## src/rtl/xsleena_tile_fetch_if.sv

```systemverilog
// ---------------------------------------------------------------------------
// xsleena_tile_fetch_if
//   Memory-side bundle of the tile fetcher: tilemap SRAM read port and the
//   character ROM request/acknowledge handshake.
//
//   map_rd     one-cycle tilemap read strobe (fetcher -> SRAM)
//   map_entry  tilemap word, valid the clk after map_rd (SRAM -> fetcher)
//   ROM_req    level request, held until ROM_ack (fetcher -> ROM ctrl)
//   ROM_addr   ROM word address, stable while ROM_req=1
//   ROM_ack    one-cycle acknowledge pulse (ROM ctrl -> fetcher)
//   ROM_data   ROM word, valid while ROM_ack=1
//
//   master: the fetcher.  slave: the memory side.
// ---------------------------------------------------------------------------
interface xsleena_tile_fetch_if #(
    parameter int ROM_AW = 14
);
    logic              map_rd;
    logic [15:0]       map_entry;
    logic              ROM_req;
    logic [ROM_AW-1:0] ROM_addr;
    logic              ROM_ack;
    logic [15:0]       ROM_data;

    modport master (
        output map_rd, ROM_req, ROM_addr,
        input  map_entry, ROM_ack, ROM_data
    );

    modport slave (
        input  map_rd, ROM_req, ROM_addr,
        output map_entry, ROM_ack, ROM_data
    );
endinterface

```

## src/rtl/xsleena_tile_fetch.sv

```systemverilog
// ---------------------------------------------------------------------------
// xsleena_tile_fetch
//   Fetches one 8-pixel, 4bpp tile row per tile: reads the tilemap entry,
//   pulls two 16-bit words from the character ROM (or reuses them from a
//   one-entry cache when the code/row repeats) into a back buffer, and on the
//   next tile_start swaps it into the front buffer that drives pix.
//   A tile_start that finds the fetch unfinished shows a transparent tile and
//   raises the sticky underrun flag.
//
//   clk        master clock
//   RSTn       synchronous active-low reset
//   pix_cen    pixel clock enable (one clk per pixel)
//   tile_start first pixel of next tile (qualified by pix_cen)
//   vfine      row within tile for the fetch being started
//   flip_x     global horizontal flip
//   mem        tilemap / ROM bus (master side)
//   pix        {colour, pixel}
//   underrun   sticky late-fetch flag
// ---------------------------------------------------------------------------
module xsleena_tile_fetch #(
    parameter int CODE_W  = 10,
    parameter int COLOR_W = 3,
    parameter int PIX_W   = 4,
    parameter int ROM_AW  = 14
) (
    input  logic                       clk,
    input  logic                       RSTn,
    input  logic                       pix_cen,
    input  logic                       tile_start,
    input  logic [2:0]                 vfine,
    input  logic                       flip_x,
    xsleena_tile_fetch_if.master       mem,
    output logic [COLOR_W+PIX_W-1:0]   pix,
    output logic                       underrun
);

    localparam int BASE_W = CODE_W + 3;

    // Elaboration-time parameter sanity checks.
    if (PIX_W != 4) begin : g_pix_w_check
        $error("xsleena_tile_fetch: PIX_W must be 4");
    end
    if (ROM_AW != CODE_W + 4) begin : g_rom_aw_check
        $error("xsleena_tile_fetch: ROM_AW must equal CODE_W+4");
    end
    if (CODE_W + COLOR_W > 15) begin : g_entry_check
        $error("xsleena_tile_fetch: CODE_W+COLOR_W must be <= 15");
    end

    typedef enum logic [2:0] {IDLE, MAPRD, MAPWAIT, REQ0, REQ1, DONE} state_t;

    state_t              state_reg;
    logic                map_rd_reg;
    logic                rom_req_reg;
    logic [ROM_AW-1:0]   rom_addr_reg;
    logic [2:0]          vfine_reg;
    logic                flip_x_reg;
    logic                drain_reg;      // in-flight handshake belongs to an abandoned fetch
    logic [CODE_W-1:0]   code_reg;
    logic [COLOR_W-1:0]  colour_reg;
    logic                flip_reg;
    logic [15:0]         word0_reg;

    logic                cache_valid_reg;
    logic [BASE_W-1:0]   cache_base_reg;
    logic [31:0]         cache_words_reg;

    logic [31:0]         back_words_reg;
    logic [COLOR_W-1:0]  back_colour_reg;
    logic                back_flip_reg;
    logic [31:0]         front_words_reg;
    logic [COLOR_W-1:0]  front_colour_reg;
    logic                front_flip_reg;
    logic [3:0]          pix_idx_reg;    // next pixel to show; 8 = tile exhausted
    logic [COLOR_W+PIX_W-1:0] pix_reg;
    logic                underrun_reg;

    logic                tile_go;
    logic                in_handshake;
    logic                start_now;
    logic [CODE_W-1:0]   entry_code;
    logic [COLOR_W-1:0]  entry_colour;
    logic                entry_flip;
    logic                cache_hit;
    logic [PIX_W-1:0]    back_p0;
    logic                unused_entry_bits;

    assign tile_go      = pix_cen & tile_start;
    assign in_handshake = ((state_reg == REQ0) || (state_reg == REQ1)) && rom_req_reg;
    // A pending ROM handshake must finish first; otherwise a new tile starts
    // its fetch straight away, abandoning whatever was in progress.
    assign start_now    = tile_go && !in_handshake;

    assign entry_code   = mem.map_entry[CODE_W-1:0];
    assign entry_colour = mem.map_entry[CODE_W +: COLOR_W];
    assign entry_flip   = mem.map_entry[15] ^ flip_x_reg;
    assign cache_hit    = cache_valid_reg && ({entry_code, vfine_reg} == cache_base_reg);
    assign back_p0      = back_flip_reg ? back_words_reg[3:0] : back_words_reg[31:28];
    assign unused_entry_bits = ^mem.map_entry;

    // Words are kept as {word0, word1}; unflipped pixel i is nibble 7-i from
    // the bottom, flipped pixel i is nibble i.
    logic [PIX_W-1:0] front_lane [8];
    genvar gi;
    for (gi = 0; gi < 8; gi++) begin : g_lane
        assign front_lane[gi] = front_flip_reg ? front_words_reg[4*gi +: 4]
                                               : front_words_reg[28-4*gi +: 4];
    end

    always_ff @(posedge clk) begin
        if (!RSTn) begin
            state_reg        <= IDLE;
            map_rd_reg       <= 1'b0;
            rom_req_reg      <= 1'b0;
            rom_addr_reg     <= '0;
            vfine_reg        <= '0;
            flip_x_reg       <= 1'b0;
            drain_reg        <= 1'b0;
            code_reg         <= '0;
            colour_reg       <= '0;
            flip_reg         <= 1'b0;
            word0_reg        <= '0;
            cache_valid_reg  <= 1'b0;
            cache_base_reg   <= '0;
            cache_words_reg  <= '0;
            back_words_reg   <= '0;
            back_colour_reg  <= '0;
            back_flip_reg    <= 1'b0;
            front_words_reg  <= '0;
            front_colour_reg <= '0;
            front_flip_reg   <= 1'b0;
            pix_idx_reg      <= 4'd8;
            pix_reg          <= '0;
            underrun_reg     <= 1'b0;
        end else begin
            map_rd_reg <= 1'b0;

            // ---------------- display side ----------------
            if (tile_go) begin
                pix_idx_reg <= 4'd1;
                if (state_reg == DONE) begin
                    front_words_reg  <= back_words_reg;
                    front_colour_reg <= back_colour_reg;
                    front_flip_reg   <= back_flip_reg;
                    pix_reg          <= {back_colour_reg, back_p0};
                end else begin
                    front_words_reg  <= '0;
                    front_colour_reg <= '0;
                    front_flip_reg   <= 1'b0;
                    pix_reg          <= '0;
                    // From IDLE nothing was in flight, so it is not late.
                    if (state_reg != IDLE) begin
                        underrun_reg <= 1'b1;
                    end
                end
            end else if (pix_cen) begin
                if (!pix_idx_reg[3]) begin
                    pix_reg     <= {front_colour_reg, front_lane[pix_idx_reg[2:0]]};
                    pix_idx_reg <= pix_idx_reg + 4'd1;
                end else begin
                    pix_reg <= {front_colour_reg, {PIX_W{1'b0}}};
                end
            end

            // ---------------- fetch side ----------------
            if (start_now) begin
                map_rd_reg <= 1'b1;
                vfine_reg  <= vfine;
                flip_x_reg <= flip_x;
                drain_reg  <= 1'b0;
                state_reg  <= MAPRD;
            end else begin
                case (state_reg)
                    MAPRD: state_reg <= MAPWAIT;

                    MAPWAIT: begin
                        code_reg   <= entry_code;
                        colour_reg <= entry_colour;
                        flip_reg   <= entry_flip;
                        if (cache_hit) begin
                            back_words_reg  <= cache_words_reg;
                            back_colour_reg <= entry_colour;
                            back_flip_reg   <= entry_flip;
                            state_reg       <= DONE;
                        end else begin
                            state_reg <= REQ0;
                        end
                    end

                    REQ0, REQ1: begin
                        if (!rom_req_reg) begin
                            // Raise the request one cycle after entering the
                            // state, so ROM_req is low for a cycle between words.
                            rom_req_reg  <= 1'b1;
                            rom_addr_reg <= {code_reg, vfine_reg, (state_reg == REQ1)};
                        end else begin
                            if (tile_go) begin
                                drain_reg  <= 1'b1;
                                vfine_reg  <= vfine;
                                flip_x_reg <= flip_x;
                            end
                            if (mem.ROM_ack) begin
                                rom_req_reg <= 1'b0;
                                if (drain_reg || tile_go) begin
                                    // Abandoned fetch: drop the data, start the
                                    // pending one.
                                    drain_reg  <= 1'b0;
                                    map_rd_reg <= 1'b1;
                                    state_reg  <= MAPRD;
                                end else if (state_reg == REQ0) begin
                                    word0_reg <= mem.ROM_data;
                                    state_reg <= REQ1;
                                end else begin
                                    cache_valid_reg <= 1'b1;
                                    cache_base_reg  <= {code_reg, vfine_reg};
                                    cache_words_reg <= {word0_reg, mem.ROM_data};
                                    back_words_reg  <= {word0_reg, mem.ROM_data};
                                    back_colour_reg <= colour_reg;
                                    back_flip_reg   <= flip_reg;
                                    state_reg       <= DONE;
                                end
                            end
                        end
                    end

                    default: ;  // IDLE and DONE wait for tile_start
                endcase
            end
        end
    end

    assign mem.map_rd   = map_rd_reg;
    assign mem.ROM_req  = rom_req_reg;
    assign mem.ROM_addr = rom_addr_reg;
    assign pix          = pix_reg;
    assign underrun     = underrun_reg;

endmodule

```

## src/flat_wrapper.sv

```systemverilog
// flat-port wrapper written by rule: the top's interface ports become plain ports
module xsleena_tile_fetch_flat 
#(
    parameter int CODE_W  = 10,
    parameter int COLOR_W = 3,
    parameter int PIX_W   = 4,
    parameter int ROM_AW  = 14
)
  (clk, RSTn, pix_cen, tile_start, vfine, flip_x, pix, underrun, mem_map_rd, mem_ROM_req, mem_ROM_addr, mem_map_entry, mem_ROM_ack, mem_ROM_data);
  xsleena_tile_fetch_if #(.ROM_AW(ROM_AW)) mem_i ();
  input  logic clk;
  input  logic RSTn;
  input  logic pix_cen;
  input  logic tile_start;
  input  logic [2:0] vfine;
  input  logic flip_x;
  output logic [COLOR_W+PIX_W-1:0] pix;
  output logic underrun;
  output wire logic [$bits(mem_i.map_rd)-1:0] mem_map_rd;
  output wire logic [$bits(mem_i.ROM_req)-1:0] mem_ROM_req;
  output wire logic [$bits(mem_i.ROM_addr)-1:0] mem_ROM_addr;
  input wire logic [$bits(mem_i.map_entry)-1:0] mem_map_entry;
  input wire logic [$bits(mem_i.ROM_ack)-1:0] mem_ROM_ack;
  input wire logic [$bits(mem_i.ROM_data)-1:0] mem_ROM_data;
  assign mem_map_rd = mem_i.map_rd;
  assign mem_ROM_req = mem_i.ROM_req;
  assign mem_ROM_addr = mem_i.ROM_addr;
  assign mem_i.map_entry = mem_map_entry;
  assign mem_i.ROM_ack = mem_ROM_ack;
  assign mem_i.ROM_data = mem_ROM_data;
  xsleena_tile_fetch #(.CODE_W(CODE_W), .COLOR_W(COLOR_W), .PIX_W(PIX_W), .ROM_AW(ROM_AW)) u_core (.clk(clk), .RSTn(RSTn), .pix_cen(pix_cen), .tile_start(tile_start), .vfine(vfine), .flip_x(flip_x), .mem(mem_i), .pix(pix), .underrun(underrun));
endmodule
```

## config.mk

```make
export PLATFORM = sky130hd
export DESIGN_NAME = xsleena_tile_fetch_flat
export DESIGN_NICKNAME = d
export VERILOG_FILES = /design/src/rtl/xsleena_tile_fetch_if.sv /design/src/rtl/xsleena_tile_fetch.sv /design/src/flat_wrapper.sv
export SDC_FILE = /design/constraint.sdc
export NUM_CORES = 1
export LEC_CHECK = 0
export ABC_AREA = 1
export CORE_MARGIN = 1.5
export CORE_UTILIZATION = 58
export DETAILED_ROUTE_END_ITERATION = 16
export MAX_ROUTING_LAYER = met4
export PLACE_DENSITY_LB_ADDON = 0.15
export SETUP_SLACK_MARGIN = 0.15
export SLEW_MARGIN = 40
export SYNTH_ARGS = -nofsm -noshare
export SYNTH_HDL_FRONTEND = slang
export SYNTH_SLANG_ARGS = --single-unit
```

## constraint.sdc

```tcl
create_clock -name clk -period 1.8 [get_ports clk]
set_input_delay 0.36 -clock clk [delete_from_list [all_inputs] [get_ports clk]]
set_output_delay 0.36 -clock clk [all_outputs]
set_load 0.01 [all_outputs]
```

### Yosys cells after proc, flatten, opt, wreduce, memory -nomap -nowiden

Cells that the tools add are included.

| cells by class | value |
|---|---|
| add/subtract/negate cells | 1 |
| magnitude comparators | 1 |
| eq/ne operators | 14 |
| mux-type cells | 65 |
| bitwise operators | 10 |
| reductions and logical operators | 30 |

Operators by type and width:

| cell | number |
|---|---|
| two-way mux 32 bit | 6 |
| case mux 32 bit (2 select lines) | 1 |
| two-way mux 4 bit | 15 |
| two-way mux 3 bit | 14 |
| two-way mux 1 bit | 22 |
| two-way mux 7 bit | 3 |
| AND reduction 3 bit | 5 |
| == test 13 bit | 1 |
| binary-select mux 4 bit (select 3 bit) | 1 |
| AND reduction 6 bit | 2 |
| AND reduction 2 bit | 5 |
| nonzero test 2 bit | 5 |
| case mux 3 bit (3 select lines) | 1 |
| != test 2 bit (second input constant) | 4 |
| NOT 1 bit | 7 |
| AND reduction 7 bit | 1 |
| == test 3 x 2 -> 1 bit (second input constant) | 2 |
| == test 3 bit (second input constant) | 2 |
| case mux 3 bit (2 select lines) | 1 |
| nonzero test 3 bit | 2 |
| OR reduction 2 bit | 3 |
| adder 4 x 1 -> 4 bit (second input constant) | 1 |
| >= comparator 4 bit (second input constant) | 1 |
| != test 2 x 1 -> 1 bit (second input constant) | 2 |
| other kinds (11) | 14 |

| storage, ports and cells | value |
|---|---|
| flip-flop bits (word level) | 184 |
| input port bits | 41 |
| output and inout bits | 24 |

### Longest topological paths before layout

Gate-level depths: netlist of run 1.

| depth | value |
|---|---|
| depth after elaboration | 7 |
| depth in mapped cells | 12 |

### Worst setup path before layout of run 1

Ideal clock, no wire load.

| path | value |
|---|---|
| path type | input-to-reg |
| from | input pix_cen |
| to | register u_core.cache_base_reg[10] |
| arrival | 1431 ps |
| setup slack | 241 ps |
| stages | 9 |
| buffers on the path | 1 |
| cell sequence | nand2_2 > nand2_1 > nor2_1 > inv_1 > nor2_1 > clkinv_1 > clkbuf_1 > o21ai_0 > a21oi_1 |

| between the ends | value |
|---|---|
| word-level cells in the longest chain between the ends | 4 |
| elaborated cells between the ends (all ways) | 6 |
| those cells by class | bitwise: 3; reduce/logical: 3 |

Ends and longest elaborated chain:

| item | RTL line | RTL |
|---|---|---|
| start, declared | flat_wrapper.sv:13 | `input logic pix_cen;` |
| AND 1 bit (*) | xsleena_tile_fetch.sv:88 | `assign tile_go = pix_cen & tile_start;` |
| logical AND 1 bit / logical OR 1 bit (equally long branches) | xsleena_tile_fetch.sv:92, xsleena_tile_fetch.sv:204 |  |
| NOT 1 bit (no source line) | n/a |  |
| AND reduction 6 bit (no source line) (*) | n/a |  |
| end signal, assigned | xsleena_tile_fetch.sv:215 | `cache_base_reg <= {code_reg, vfine_reg};` |
| end, declared | xsleena_tile_fetch.sv:65 | `logic [BASE_W-1:0] cache_base_reg;` |

Every way passes the cells marked *; elsewhere a longest branch is shown, timed or not.
A chain may end at the register's enable or synchronous reset.

### Worst setup path in the final report of run 1

| path | value |
|---|---|
| from | register u_core.state_reg[1] |
| to | register u_core.back_words_reg[6] |

| between the ends | value |
|---|---|
| word-level cells in the longest chain between the ends | 7 |
| elaborated cells between the ends (all ways) | 17 |
| those cells by class | eq/ne: 8; mux: 1; bitwise: 1; reduce/logical: 7 |

Ends and longest elaborated chain:

| item | RTL line | RTL |
|---|---|---|
| start, declared | xsleena_tile_fetch.sv:52 | `state_t state_reg;` |
| start signal, assigned | xsleena_tile_fetch.sv:112 | `state_reg <= IDLE;` |
| start signal, assigned | xsleena_tile_fetch.sv:171 | `state_reg <= MAPRD;` |
| start signal, assigned | xsleena_tile_fetch.sv:174 | `MAPRD: state_reg <= MAPWAIT;` |
| == test 3 x 2 -> 1 bit / == test 3 bit (equally long branches) | xsleena_tile_fetch.sv:89, xsleena_tile_fetch.sv:173, xsleena_tile_fetch.sv:210 |  |
| logical OR 1 bit | xsleena_tile_fetch.sv:89 | `assign in_handshake = ((state_reg == REQ0) \|\| (state_reg == REQ1)) && rom_req_reg;` |
| logical AND 1 bit | xsleena_tile_fetch.sv:89 |  |
| logical NOT 1 bit | xsleena_tile_fetch.sv:92 | `assign start_now = tile_go && !in_handshake;` |
| logical AND 1 bit | xsleena_tile_fetch.sv:92 |  |
| NOT 1 bit (no source line) | n/a |  |
| AND reduction 7 bit (no source line) | n/a |  |
| end signal, assigned | xsleena_tile_fetch.sv:181 | `back_words_reg <= cache_words_reg;` |
| end signal, assigned | xsleena_tile_fetch.sv:217 | `back_words_reg <= {word0_reg, mem.ROM_data};` |
| end, declared | xsleena_tile_fetch.sv:68 | `logic [31:0] back_words_reg;` |

Several ways; a longest one is shown, not always the timed one.

==> impl_metrics.yaml, run 1 <==
clock_network:
  clockBufferDepth: 2
  clk_latency_ns: 0.44
  hold_buffers: 0
  numClockSinks: 184
  htreeDepth: 4
  cts.clk_slew.worst_paths_ns: 0.07
  cts-root-buf: "clkbuf_16"
  cts_tree: "done"
  cts_inserted_buffers: 17
critical_path:
  r2r_cells: 11
  critical_path.cell_chain: "inv_4 > nand3_4 > nand2_8 > nand2_4 > nand2_4 > inv_8 > nor2_4 > buf_6 > nand3_1 > nand2_1 > nor2_1"
  end_kind: "flip-flop"
  path_delay_family: "simple AND/OR/NAND/NOR gates"
  crit_cells: 11
  critPathMaxFanout: 7
  worst-path-buf-inv: 3
  crit_slowest_cell: "dfxtp_4"
  crit_arrival_ns: 2.02
  cp-start-kind: "flip-flop"
  worstPathRequired_ns: 2.13
  worst_path_largest_cell_delay_ns: 0.39
  path_class: "reg2reg"
  crit_path_frequent_cell: "nand2_4"
route:
  wl_per_cell_um: 15.59
  ant_nets: 0
  wl_met3_um: 1683
  drc: 0
  highest_layer: "met4"
  drt-met1-wl_um: 9611
  dr.pass1.iters: 6
  wl_met2_um: 10620
  dr_total_vias: 8141
  via_per_inst: 5.653
  routed_wl_um: 22450
  drtIter0Drc: 814
pwr:
  p_int_mw: 8.618
  clkPwrFrac_pct: 31.8
  swShare_pct: 31.95
  comb_power_share_pct: 29.5
  power_frac_seq_pct: 38.6
  switchingPower_mw: 4.045
  pwr_density_cell_nw_per_um2: 1225
  p_leak_nw: 4.463
  ir_drop_v: 0.0006991
synthesis:
  yosysUniqueCellTypes: 30
  post_synth.cell_area_avg_um2: 6.959
  ys_top_cells_by_count: "224 x nand2_1, 184 x dfxtp_1, 147 x o21ai_0"
  synthCells: 1161
  synth_top_area_share_pct: 45.59
  synthesis.nets: 1203
  synth_ff_type: "dfxtp_1"
  synth_seq_cells: 184
  async_flop_share_pct: 0
  synth_enable_flop_cells: 0
  yosys.area.top_type: "dfxtp_1"
  synthTopCellsByArea: "dfxtp_1 46%, nand2_1 10%, o21ai_0 9.1%, a21oi_1 7.7%, nor2_1 6.7%"
  synth_most_common_cell: "nand2_1"
  yosysWarnings: 0
  seq_area_frac_synth_pct: 45.59
  syn_area_um2: 8079
sta:
  hold_violations: 0
  fin_skew_ns: 0.006284
  slew_headroom_pct: 74.86
  rsz0062_at_grt: "true"
  worstMarginPinSlew_ns: 0.3772
  period_minus_slack_ns: 1.691
  fin_crit_sh_pct: 93.96
  setup_viol: 0
  final-max-slew-violation-count: 0
  clock.fmax_ghz: 0.5913
  holdWs_ns: 0.2379
global_routing:
  grt_max_degree: 72
  grt_pass1_vias: 6869
  antenna_found_initial: 0
  globalRoute.totalOverflow: 0
  grt_usage_pct: 29.27
  grt_pass1_wl_um: 33160
flow_run:
  cap_violations: 0
die:
  fp.dieW_um: 121.0
  die_h_um: 121.0
  dieArea_um2: 14650
  ioPinCount: 65
  std_cell_rows: 42
  initial_utilization_pct: 60.29
  core_um2: 13400
cells_and_area:
  n_fill_cell: 992
  final_cells: 1440
  multiInputGateArea_um2: 3790
  drive_above_1_share_pct: 12.90
  nNetsFinal: 1294
  stdcell_area_um2: 10340
  seqCellArea_um2: 3695
  antenna_cells: 0
  syn_to_final_growth_pct: 27.97
  final_util_pct: 77.15
placed_design:
  placed_cell_area_um2: 9234
  portBuffers: 62
  place_inst: 1386
  hpwl_um: 12920
  gp_congestion: 0.8789
status:
  status: "finished, final reports clean"
hold_path:
  worstHoldPathCells: 2
  holdCritPathClass: "in2reg"
-- routing by layer --
layer	global-route usage, %	vias to the layer above
li1	-	3959
met1	39.53	3755
met2	43.93	368
met3	6.579	59
met4	9.191	0
met5	-	-
-- power by group through the flow --
stage	registers (mW)	clock network (mW)	logic, mW
6_report	4.89	4.03	3.74
5_1_grt	4.93	4.22	4.03
4_1_cts	4.84	4.04	2.97
3_5_place_dp	4.91	0	2.92
3_3_place_gp	4.90	0	2.87
2_1_floorplan	4.88	0	1.77
-- cells by family (layout without fill, tap and decap cells) --
logic type,count (synthesis),count (layout),share of synthesized area [%]
XOR/XNOR,2,2,0.2169
AND/OR/NAND/NOR,475,478,24.35
adder cells (fa/ha/maj),1,1,0.1548
multiplexers,4,4,0.5575
AO/OA/AOI/OAI,302,302,19.62
buffers and inverters,193,293,9.509
flip-flops,184,184,45.59
-- cells in the final DEF, fill, tap and decap left out, drive strengths merged, types with 2 or more instances in the layout --
cell           synthesis  final
inv                  114    117
xnor2                  2      2
nand2                229    229
nand4                  2      2
clkinv                 3      6
nor2                 146    149
o211ai                 3      3
a21oi                125    125
mux2                   4      4
buf                   33     77
bufinv                 0      4
clkbuf                43     27
nor3                   5      5
a22oi                 23     23
dfxtp                184    184
dlygate4sd2            0     25
o21ai                148    148
nand3                 93     93
clkdlybuf4s50          0     36
-- final timing paths --
kind	endpoint	start	slack (ns)
setup reg to reg	u_core.back_words_reg[6]	u_core.state_reg[1]	0.11
setup / recovery	u_core.back_words_reg[6]	u_core.state_reg[1]	0.11
hold / removal	u_core.pix_idx_reg[3]	RSTn	0.24
hold reg to reg	u_core.underrun	u_core.underrun	0.46
-- cell type report --
type | count | area share [%]
Tap cell | 176 | 2.130
Timing Repair Buffer | 145 | 14.86
Multi-Input combinational cell | 787 | 36.66
Sequential cell | 184 | 35.74
Clock inverter | 11 | 1.634
Clock buffer | 20 | 4.514
Inverter | 117 | 4.466
-- worst register-to-register path: cells and delay by family, from the launching register on --
kind | cells | cell delay [ns]
buffers and inverters | 3 | 0.32
DFF | 1 | 0.39
and+or+nand+nor | 8 | 0.87
-- what timing repair did --
item	4_1_cts	5_1_grt
setup endpoints to repair	88	78
setup buffers	2	9
gates resized for setup	37	53
gates cloned	1	11
pin swaps	2	7
-- per-stage QoR --
stage          setup TNS (ns)  setup slack, ns  power [mW]
6_report                    0           0.1087       12.66
4_1_cts                     0           0.1578       11.85
5_1_grt                     0          0.03494       13.19
3_3_place_gp           -20.07          -0.2707       7.764
2_1_floorplan               0           0.2408       6.658
3_5_place_dp           -24.49          -0.2913       7.833
(Power assumes the default switching activity.)
==> run 2: changes to the inputs <==
--- a/config.mk
+++ b/config.mk
@@ -6,12 +6,14 @@
 export NUM_CORES = 1
 export LEC_CHECK = 0
 export ABC_AREA = 1
+export CAP_MARGIN = 25
 export CORE_MARGIN = 1.5
 export CORE_UTILIZATION = 58
 export DETAILED_ROUTE_END_ITERATION = 16
 export MAX_ROUTING_LAYER = met4
 export PLACE_DENSITY_LB_ADDON = 0.15
 export SETUP_SLACK_MARGIN = 0.15
+export SKIP_LAST_GASP = 1
 export SLEW_MARGIN = 40
 export SYNTH_ARGS = -nofsm -noshare
 export SYNTH_HDL_FRONTEND = slang
==> results of run 2 <==
Final layout, timing and power as in run 1 (identical DEF).
==> run 3: changes to the inputs <==
--- a/config.mk
+++ b/config.mk
@@ -7,6 +7,7 @@
 export LEC_CHECK = 0
 export ABC_AREA = 1
 export CAP_MARGIN = 25
+export CORE_ASPECT_RATIO = 1.25
 export CORE_MARGIN = 1.5
 export CORE_UTILIZATION = 58
 export DETAILED_ROUTE_END_ITERATION = 16
==> run 3 against run 2 <==
Net effect: final cell count up 1.9%; sequential share of layout area down 1.9 points; power up 4.1%; first-iteration DRC count up 32%; clock power down 7.7%; critical path depth unchanged; setup slack worse by 0.075 ns; critical endpoint is now u_core.back_words_reg[7]; largest cell class unchanged.
==> impl_metrics.yaml, run 3 (synthesis results as in run 1) <==
clock_network:
  htreeDepth: 4
  cts_tree: "done"
  cts.clk_slew.worst_paths_ns: 0.07
  numClockSinks: 184
  hold_buffers: 0
  cts-root-buf: "clkbuf_16"
  clockBufferDepth: 2
  cts_inserted_buffers: 17
  clk_latency_ns: 0.45
sta:
  period_minus_slack_ns: 1.766
  hold_violations: 0
  slew_headroom_pct: 74.95
  rsz0062_at_grt: "true"
  fin_skew_ns: 0.01211
  layout_setup_ws_ns: 0.03353
  final-max-slew-violation-count: 0
  worstMarginPinSlew_ns: 0.3758
  setup_viol: 0
  fin_tns_setup_ns: 0
  holdWs_ns: 0.2864
  fin_crit_sh_pct: 98.14
  clock.fmax_ghz: 0.5661
route:
  via_per_inst: 5.983
  dr_total_vias: 8777
  drtIter0Drc: 1075
  ant_nets: 0
  dr.pass1.iters: 5
  drc: 0
  wl_per_cell_um: 18.31
  routed_wl_um: 26860
cells_and_area:
  drive_above_1_share_pct: 19.12
  n_fill_cell: 865
  nNetsFinal: 1323
  syn_to_final_growth_pct: 35.56
  final_cells: 1467
  layout_common_cells: "213 x nand2_1, 176 x dfxtp_1, 135 x nor2_1, 122 x o21ai_0, 115 x a21oi_1"
  antenna_cells: 0
  mostFrequentLayoutCell: "nand2_1"
  stdcell_area_um2: 10950
pwr:
  power_frac_seq_pct: 37.3
  clkPwrFrac_pct: 28.2
  ir_drop_v: 0.001030
  comb_power_share_pct: 34.5
  p_int_mw: 8.671
  pwr_density_cell_nw_per_um2: 1204
  p_leak_nw: 4.740
  switchingPower_mw: 4.515
  swShare_pct: 34.24
critical_path:
  path_class: "in2reg"
  end_kind: "flip-flop"
  crit_arrival_ns: 2.13
  critPathMaxFanout: 7
  worstPathRequired_ns: 2.16
  cp-start-kind: "input port"
global_routing:
  grt_max_degree: 71
  grt_pass1_wl_um: 36020
  globalRoute.totalOverflow: 0
  grt_pass1_vias: 7339
  grt_usage_pct: 32.13
  antenna_found_initial: 0
die:
  core_um2: 13690
  ioPinCount: 65
  die_h_um: 135.0
  dieArea_um2: 14650
  fp.dieW_um: 108.6
  std_cell_rows: 48
  initial_utilization_pct: 59.00
placed_design:
  hpwl_um: 12760
  place_inst: 1388
  portBuffers: 62
  placed_cell_area_um2: 9193
  pre_cts_ws_ns: -0.6252
  gp_congestion: 0.8682
flow_run:
  cap_violations: 0
hold_path:
  holdCritPathClass: "in2reg"
status:
  status: "finished, final reports clean"
==> run 3: changes by cell type in the layout (fill, tap and decap cells not counted), moves of 9 or more <==
cell and delta:
nand3_2 +20, o21ai_0 -16, o21ai_1 +12, nand3_1 -22, clkdlybuf4s50_1 -10, dlymetal6s2s_1 +9
buf_6 +9
==> run 3: final cells by class <==
cell class / count / area, um2 / area share, %
multi-input cells: 789 / 4023 / 36.73
clock buffers: 20 / 466.7 / 4.261
clock inverters: 10 / 102.6 / 0.9368
repair buffers: 172 / 1977 / 18.05
well taps: 175 / 219.0 / 1.999
flip-flops and latches: 184 / 3701 / 33.79
inverters: 117 / 462.9 / 4.227
==> run 3: power groups by stage <==
stage	Combinational [mW]	Clock, mW	Sequential (mW)
finish	4.55	3.72	4.91
global route	4.81	3.85	4.95
CTS	3.65	3.67	4.84
detailed placement	2.85	0	4.90
global placement	2.80	0	4.89
floorplan	1.77	0	4.88
==> run 3: final timing paths <==
kind	cells past startpoint	startpoint	endpoint	slack, ns
setup reg to reg	13	u_core.state_reg[2]	u_core.back_words_reg[7]	0.05
hold / removal	3	RSTn	u_core.state_reg[0]	0.29
setup / recovery	11	mem_map_entry[3]	u_core.back_words_reg[7]	0.03
hold reg to reg	1	u_core.underrun	u_core.underrun	0.47
==> run 3: repair_timing <==
item	in CTS	in global routing
endpoints found under the setup margin	81	168
pin swaps	16	29
gates cloned	11	9
gates resized for setup	68	119
setup buffers	12	17
==> run 3: through the flow <==
step	utilization [%]	power, mW
floorplan	-	6.658
global placement	67.13	7.695
detailed placement	67.13	7.751
CTS	74.64	12.15
global route	79.98	13.61
finish	79.98	13.19
==> run 3: routing by layer <==
metal | wire, um | global-route usage [%] | vias to the layer above | part of all wire (%)
met5 | 0 | - | - | 0
met4 | 1654 | 16.01 | 0 | 6.2
met3 | 2233 | 5.888 | 157 | 8.3
li1 | - | - | 4022 | -
met2 | 13020 | 50.80 | 549 | 48
met1 | 9960 | 39.15 | 4049 | 37
==> run 3: worst max-delay path, cell delays in order <==
cell and delay (ns):
clkdlybuf4s50_1 0.46, xnor2_1 0.25, nand3_1 0.12, nor2_2 0.13, nand2_2 0.09, nand2_4 0.12, buf_12 0.14, buf_12 0.10
buf_16 0.13, a21oi_2 0.06, nor2_1 0.16
